## src/rtl/lsu_array.sv

```systemverilog
// lsu_array: one load/store FSM per thread driving the memory controller consumer ports.
// Each thread issues a single LDR/STR per REQUEST stage and parks in DONE until UPDATE.
module lsu_array #(
  parameter int NUM_THREADS    = 4,
  parameter int ADDR_BITS      = 8,
  parameter int DATA_BITS      = 16,
  parameter int TIMEOUT_CYCLES = 255
) (
  input  logic                                  clk,
  input  logic                                  reset,
  input  logic                                  enable,
  input  logic [2:0]                            core_state,
  input  logic                                  decoded_mem_read_en,
  input  logic                                  decoded_mem_write_en,
  input  logic [NUM_THREADS-1:0]                thread_enable,
  input  logic [NUM_THREADS-1:0][DATA_BITS-1:0] rs,
  input  logic [NUM_THREADS-1:0][DATA_BITS-1:0] rt,
  output logic [NUM_THREADS-1:0]                mem_read_valid,
  output logic [NUM_THREADS-1:0][ADDR_BITS-1:0] mem_read_address,
  input  logic [NUM_THREADS-1:0]                mem_read_ready,
  input  logic [NUM_THREADS-1:0][DATA_BITS-1:0] mem_read_data,
  output logic [NUM_THREADS-1:0]                mem_write_valid,
  output logic [NUM_THREADS-1:0][ADDR_BITS-1:0] mem_write_address,
  output logic [NUM_THREADS-1:0][DATA_BITS-1:0] mem_write_data,
  input  logic [NUM_THREADS-1:0]                mem_write_ready,
  output logic [NUM_THREADS-1:0][1:0]           lsu_state,
  output logic [NUM_THREADS-1:0][DATA_BITS-1:0] lsu_out,
  output logic [NUM_THREADS-1:0]                lsu_error,
  output logic                                  lsu_done
);

  localparam logic [2:0] CORE_REQUEST = 3'b011;
  localparam logic [2:0] CORE_UPDATE  = 3'b110;
  localparam bit         TIMEOUT_ON   = (TIMEOUT_CYCLES > 32'sd0);
  localparam int         CNT_BITS     = (TIMEOUT_CYCLES > 32'sd1) ? $clog2(TIMEOUT_CYCLES + 32'sd1) : 1;
  localparam logic [CNT_BITS-1:0] CNT_LAST = TIMEOUT_ON ? CNT_BITS'(TIMEOUT_CYCLES - 32'sd1) : {CNT_BITS{1'b0}};
  localparam logic [CNT_BITS-1:0] CNT_MAX  = {CNT_BITS{1'b1}};
  localparam logic [CNT_BITS-1:0] CNT_ONE  = CNT_BITS'(1'b1);

  typedef enum logic [1:0] {
    ST_IDLE       = 2'b00,
    ST_REQUESTING = 2'b01,
    ST_WAITING    = 2'b10,
    ST_DONE       = 2'b11
  } lsu_state_e;

  for (genvar i = 0; i < NUM_THREADS; i++) begin : g_lsu
    lsu_state_e           state_r, state_s;
    logic                 is_read_r, is_read_s;
    logic [CNT_BITS-1:0]  count_r, count_s;
    logic                 read_valid_r, read_valid_s;
    logic                 write_valid_r, write_valid_s;
    logic [ADDR_BITS-1:0] addr_r, addr_s;
    logic [DATA_BITS-1:0] wdata_r, wdata_s;
    logic [DATA_BITS-1:0] out_r, out_s;
    logic                 error_r, error_s;
    logic                 ready_s, timeout_s;
    logic                 unused_rs_s;

    // Only the low address bits of rs are consumed.
    assign unused_rs_s = ^rs[i];

    // Next-state and datapath for this thread; enable=0 holds every register.
    always_comb begin
      state_s       = state_r;
      is_read_s     = is_read_r;
      count_s       = count_r;
      read_valid_s  = read_valid_r;
      write_valid_s = write_valid_r;
      addr_s        = addr_r;
      wdata_s       = wdata_r;
      out_s         = out_r;
      error_s       = error_r;
      ready_s       = is_read_r ? mem_read_ready[i] : mem_write_ready[i];
      timeout_s     = TIMEOUT_ON && (count_r == CNT_LAST);
      if (enable) begin
        case (state_r)
          ST_IDLE: begin
            if ((core_state == CORE_REQUEST) && thread_enable[i]) begin
              if (decoded_mem_read_en && decoded_mem_write_en) begin
                error_s = 1'b1;
              end else if ((decoded_mem_read_en ^ decoded_mem_write_en) &&
                           !mem_read_ready[i] && !mem_write_ready[i]) begin
                is_read_s = decoded_mem_read_en;
                state_s   = ST_REQUESTING;
              end else begin
                state_s = ST_IDLE;
              end
            end else begin
              state_s = ST_IDLE;
            end
          end
          ST_REQUESTING: begin
            addr_s  = rs[i][ADDR_BITS-1:0];
            count_s = {CNT_BITS{1'b0}};
            state_s = ST_WAITING;
            if (is_read_r) begin
              read_valid_s = 1'b1;
            end else begin
              write_valid_s = 1'b1;
              wdata_s       = rt[i];
            end
          end
          ST_WAITING: begin
            // A ready arriving in the last allowed cycle still completes normally.
            if (ready_s) begin
              read_valid_s  = 1'b0;
              write_valid_s = 1'b0;
              state_s       = ST_DONE;
              if (is_read_r) begin
                out_s = mem_read_data[i];
              end else begin
                out_s = out_r;
              end
            end else if (timeout_s) begin
              read_valid_s  = 1'b0;
              write_valid_s = 1'b0;
              error_s       = 1'b1;
              state_s       = ST_DONE;
            end else if (count_r != CNT_MAX) begin
              count_s = count_r + CNT_ONE;
            end else begin
              count_s = count_r;
            end
          end
          ST_DONE: begin
            if (core_state == CORE_UPDATE) begin
              state_s = ST_IDLE;
            end else begin
              state_s = ST_DONE;
            end
          end
          default: state_s = ST_IDLE;
        endcase
      end else begin
        state_s = state_r;
      end
    end

    // Per-thread state register with synchronous reset.
    always_ff @(posedge clk) begin
      if (reset) begin
        state_r       <= ST_IDLE;
        is_read_r     <= 1'b0;
        count_r       <= {CNT_BITS{1'b0}};
        read_valid_r  <= 1'b0;
        write_valid_r <= 1'b0;
        addr_r        <= {ADDR_BITS{1'b0}};
        wdata_r       <= {DATA_BITS{1'b0}};
        out_r         <= {DATA_BITS{1'b0}};
        error_r       <= 1'b0;
      end else begin
        state_r       <= state_s;
        is_read_r     <= is_read_s;
        count_r       <= count_s;
        read_valid_r  <= read_valid_s;
        write_valid_r <= write_valid_s;
        addr_r        <= addr_s;
        wdata_r       <= wdata_s;
        out_r         <= out_s;
        error_r       <= error_s;
      end
    end

    assign mem_read_valid[i]    = read_valid_r;
    assign mem_read_address[i]  = addr_r;
    assign mem_write_valid[i]   = write_valid_r;
    assign mem_write_address[i] = addr_r;
    assign mem_write_data[i]    = wdata_r;
    assign lsu_state[i]         = state_r;
    assign lsu_out[i]           = out_r;
    assign lsu_error[i]         = error_r;
  end

  // Aggregate completion: disabled threads never hold the core back.
  always_comb begin
    lsu_done = 1'b1;
    for (int i = 0; i < NUM_THREADS; i++) begin
      if (thread_enable[i] && (lsu_state[i] != ST_DONE)) begin
        lsu_done = 1'b0;
      end else begin
        lsu_done = lsu_done;
      end
    end
  end

endmodule

```

## config.mk

```make
export PLATFORM = sky130hd
export DESIGN_NAME = lsu_array
export DESIGN_NICKNAME = d
export VERILOG_FILES = /design/src/rtl/lsu_array.sv
export SDC_FILE = /design/constraint.sdc
export NUM_CORES = 1
export LEC_CHECK = 0
export BUFFER_PORTS_ARGS = -buffer_cell sky130_fd_sc_hd__clkbuf_2
export CORE_ASPECT_RATIO = 0.6
export CORE_UTILIZATION = 40
export DETAILED_ROUTE_END_ITERATION = 10
export HOLD_SLACK_MARGIN = 0.1
export PLACE_DENSITY = 0.73
export RECOVER_POWER = 25
export REMOVE_ABC_BUFFERS = 1
export SYNTH_ARGS = -nofsm -noshare
export SYNTH_HDL_FRONTEND = slang
export SYNTH_SLANG_ARGS = --single-unit
```

## constraint.sdc

```tcl
create_clock -name clk -period 1.68 [get_ports clk]
set_clock_uncertainty 0.1 [all_clocks]
set_input_delay 0.252 -clock clk [delete_from_list [all_inputs] [get_ports clk]]
set_output_delay 0.252 -clock clk [all_outputs]
set_load 0.1 [all_outputs]
```

==> impl_metrics.json <==
{
  "wire_per_inst_um": 17.4,
  "grt_pass1_vias": 10700,
  "cts_buffer_depth": 3,
  "io_buffer_count": 392,
  "cp.arrival_ns": 1.67,
  "finalWirelength_mm": 36.1,
  "worstHoldPathType": "input port to register",
  "dp_cells": 1851,
  "cts_made_buffers": 22,
  "dr_total_vias": 10900,
  "die_h_um": 119,
  "firstDrtPassIters": 7,
  "die-area_sq_mm": 0.0235,
  "status": "finished, violations left",
  "tritoncts": "yes",
  "drive_above_1_share_pct": 37.5,
  "antenna_left": 0,
  "fmax_mhz": 495,
  "nets": 1978,
  "syn_area_per_cell_sq_um": 7.96,
  "slowest_delay_ns": 0.35,
  "drv_cap": 0,
  "grt_setup_unrepaired": "true",
  "fill_cells": 1637,
  "coreArea_sq_mm": 0.0222,
  "violations": "setup timing",
  "path_max_fanout": 2,
  "worst_pin_slew_ns": 0.634,
  "drc": 0,
  "setup_tns_ns": -7.58,
  "path_buf_inv": 2,
  "place_congestion": 0.855,
  "path_cells": "nand2_1, a22o_1, a221oi_2, buf_4, buf_12",
  "rows": 42,
  "start_util_pct": 41.1,
  "htreeDepth": 1,
  "grt_util_all_layers_pct": 28.6,
  "netlist_area_sq_mm": 0.00913,
  "worst_setup_path_end_kind": "primary output",
  "grt_max_degree": 80,
  "final_cell_mix": "357 x nand2_1, 206 x clkbuf_2, 199 x dfxtp_1, 169 x dlygate4sd3_1, 165 x a21oi_1",
  "p_per_area_mw_per_mm2": 819,
  "syn_inst": 1147,
  "dominantRegCellSynth": "dfxtp_1",
  "path_clk_slew_ns": 0.06,
  "grt_pass1_wl_mm": 54.1,
  "place_hpwl_mm": 22.2,
  "ios": 425,
  "finalMaxSlewViolations": 0,
  "ys_ff_latch": 216,
  "synth_edf_count": 0,
  "slew_headroom_pct": 57.7,
  "p_leak_uw": 0.00650,
  "async_flop_share_pct": 0,
  "max-vdd-ir-drop_v": 0.000880,
  "synthAdderAreaFrac_pct": 1.23,
  "post-route-util_pct": 68.7,
  "hold_viol": 0,
  "ys.warnings.count": 0,
  "final_cell_count_no_fill": 2081,
  "antenna_found_initial": 0,
  "fp.dieW_um": 197,
  "yosysSeqAreaShare_pct": 47.3,
  "synth-compound-area-share_pct": 18.4,
  "fin_ws_ns": -0.342,
  "crit_family": "compound AO/OA/AOI/OAI gates",
  "criticalPathCategory": "register to primary output",
  "layout_min_cycle_time_ns": 2.02,
  "first_iter_violations": 1012,
  "vias_per_cell": 5.24,
  "worst_hold_slack_ns": 0.112,
  "yosys.area_share.simple_pct": 23.7,
  "worst_ep_required_time_ns": 1.33,
  "start_kind": "register",
  "cts-root-buf": "clkbuf_16",
  "slowest_stage": "dfxtp_4",
  "synth-xor-area-share_pct": 0,
  "setup-violations-final": 59,
  "fin_crit_sh_pct": 120,
  "synth_top_family_by_area": "simple AND/OR/NAND/NOR gates",
  "worstSkewPairLatency_ns": 0.50,
  "area_growth_syn_to_layout_pct": 67.2,
  "synthMuxAreaShare_pct": 1.48,
  "pre_cts_slack_ns": -0.190,
  "cts.sinks": 216,
  "yosysUniqueCellTypes": 67,
  "gr-total-overflow": 0,
  "final_common_cell": "nand2_1"
}
==> through the flow <==
step           power [uW]  area [sq um]
2_1_floorplan        6390          8480
3_3_place_gp         7060         12000
3_5_place_dp         7080         12000
4_1_cts             12500         14900
5_1_grt             12900         15300
6_report            12500         15300
==> cell type report <==
| cell class | count | area (sq um) | area share (%) |
|---|---|---|---|
| Antenna cell | 1 | 2.50 | 0.0164 |
| Timing Repair Buffer | 702 | 5220 | 34.2 |
| Inverter | 17 | 66.3 | 0.434 |
| Clock inverter | 9 | 123 | 0.803 |
| Tap cell | 308 | 385 | 2.52 |
| Multi-Input combinational cell | 798 | 4510 | 29.5 |
| Clock buffer | 30 | 612 | 4.01 |
| Sequential cell | 216 | 4360 | 28.6 |
==> worst paths after layout <==
kind / from / endpoint / slack [ns] / cells after the start
min reg2reg: g_lsu[1].out_r[15] / g_lsu[1].out_r[15] / 0.35 / 2
max reg2reg: g_lsu[3].count_r[0] / g_lsu[3].count_r[6] / -0.14 / 7
min: thread_enable[2] / g_lsu[2].state_r[0] / 0.11 / 4
max: g_lsu[2].state_r[0] / lsu_done / -0.34 / 5
==> state kept, by name, summed over array words and instances (netlist names) <==
| signal | cells |
|---|---|
| g_lsu.read_valid_r | 4 |
| g_lsu.wdata_r | 64 |
| g_lsu.count_r | 32 |
| g_lsu.addr_r | 32 |
| g_lsu.out_r | 64 |
| g_lsu.error_r | 4 |
| g_lsu.state_r | 8 |
| g_lsu.write_valid_r | 4 |
| g_lsu.is_read_r | 4 |
==> layer usage <==
| layer | wire, um | GRT usage [%] | part of all wire (%) |
|---|---|---|---|
| met1 | 14200 | 33.2 | 39 |
| met2 | 17300 | 50.2 | 48 |
| met3 | 2990 | 6.77 | 8.3 |
| met4 | 1660 | 12.3 | 4.6 |
| met5 | 0 | 0 | 0 |
==> cell families (layout without fill, tap and decap cells) <==
| group | Yosys count | after routing |
|---|---|---|
| flip-flops | 216 | 216 |
| other | 0 | 1 |
| AND/OR/NAND/NOR | 497 | 497 |
| AO/OA/AOI/OAI | 280 | 280 |
| buffers and inverters | 133 | 758 |
| multiplexers | 12 | 12 |
| adder cells (fa/ha/maj) | 9 | 9 |
==> cell usage after synthesis, types with 4 or more instances <==
master / count / area, sq um
o21a_1: 4 / 30.0
and3_1: 5 / 31.3
nor4_1: 5 / 31.3
a41oi_1: 4 / 35.0
clkbuf_1: 34 / 128
nor2b_1: 6 / 37.5
nand2_1: 359 / 1350
nand3b_1: 5 / 37.5
and3b_1: 6 / 52.6
dfxtp_1: 216 / 4320
a311oi_1: 5 / 43.8
mux2i_1: 9 / 90.1
buf_2: 24 / 120
a21oi_1: 176 / 881
nand4_1: 13 / 81.3
nor3b_1: 8 / 60.1
a211oi_1: 5 / 37.5
nand2b_1: 6 / 37.5
o21ai_0: 20 / 100
inv_1: 16 / 60.1
and4_1: 4 / 35.0
o22a_1: 6 / 52.6
nor3_1: 9 / 45.0
o31ai_1: 4 / 30.0
nor2_1: 30 / 113
ha_1: 9 / 113
buf_4: 44 / 330
or2_2: 4 / 25.0
o211ai_1: 9 / 67.6
a31oi_1: 13 / 81.3
buf_1: 10 / 37.5
nand3_1: 25 / 125
==> power breakdown <==
part,internal [uW],switching [uW],total [uW]
sequential,5200,57.8,5260
combinational,773,1380,2150
clock,3020,2080,5100
==> what timing repair did <==
| item | 4_1_cts | 5_1_grt |
|---|---|---|
| setup buffers | 14 | 10 |
| pin swaps | 21 | 34 |
| gates cloned | 0 | 2 |
| resized for setup | 134 | 183 |
| hold buffers | 169 | 0 |
| endpoints found under the hold margin | 172 | 0 |
| endpoints found under the setup margin | 102 | 197 |
==> worst min-delay path, cell delays in order <==
cell and delay (ns):
clkbuf_2 0.11, o211a_1 0.12, o21ai_0 0.13, a211oi_1 0.07
No activity file was read; power rests on OpenSTA's default activity.
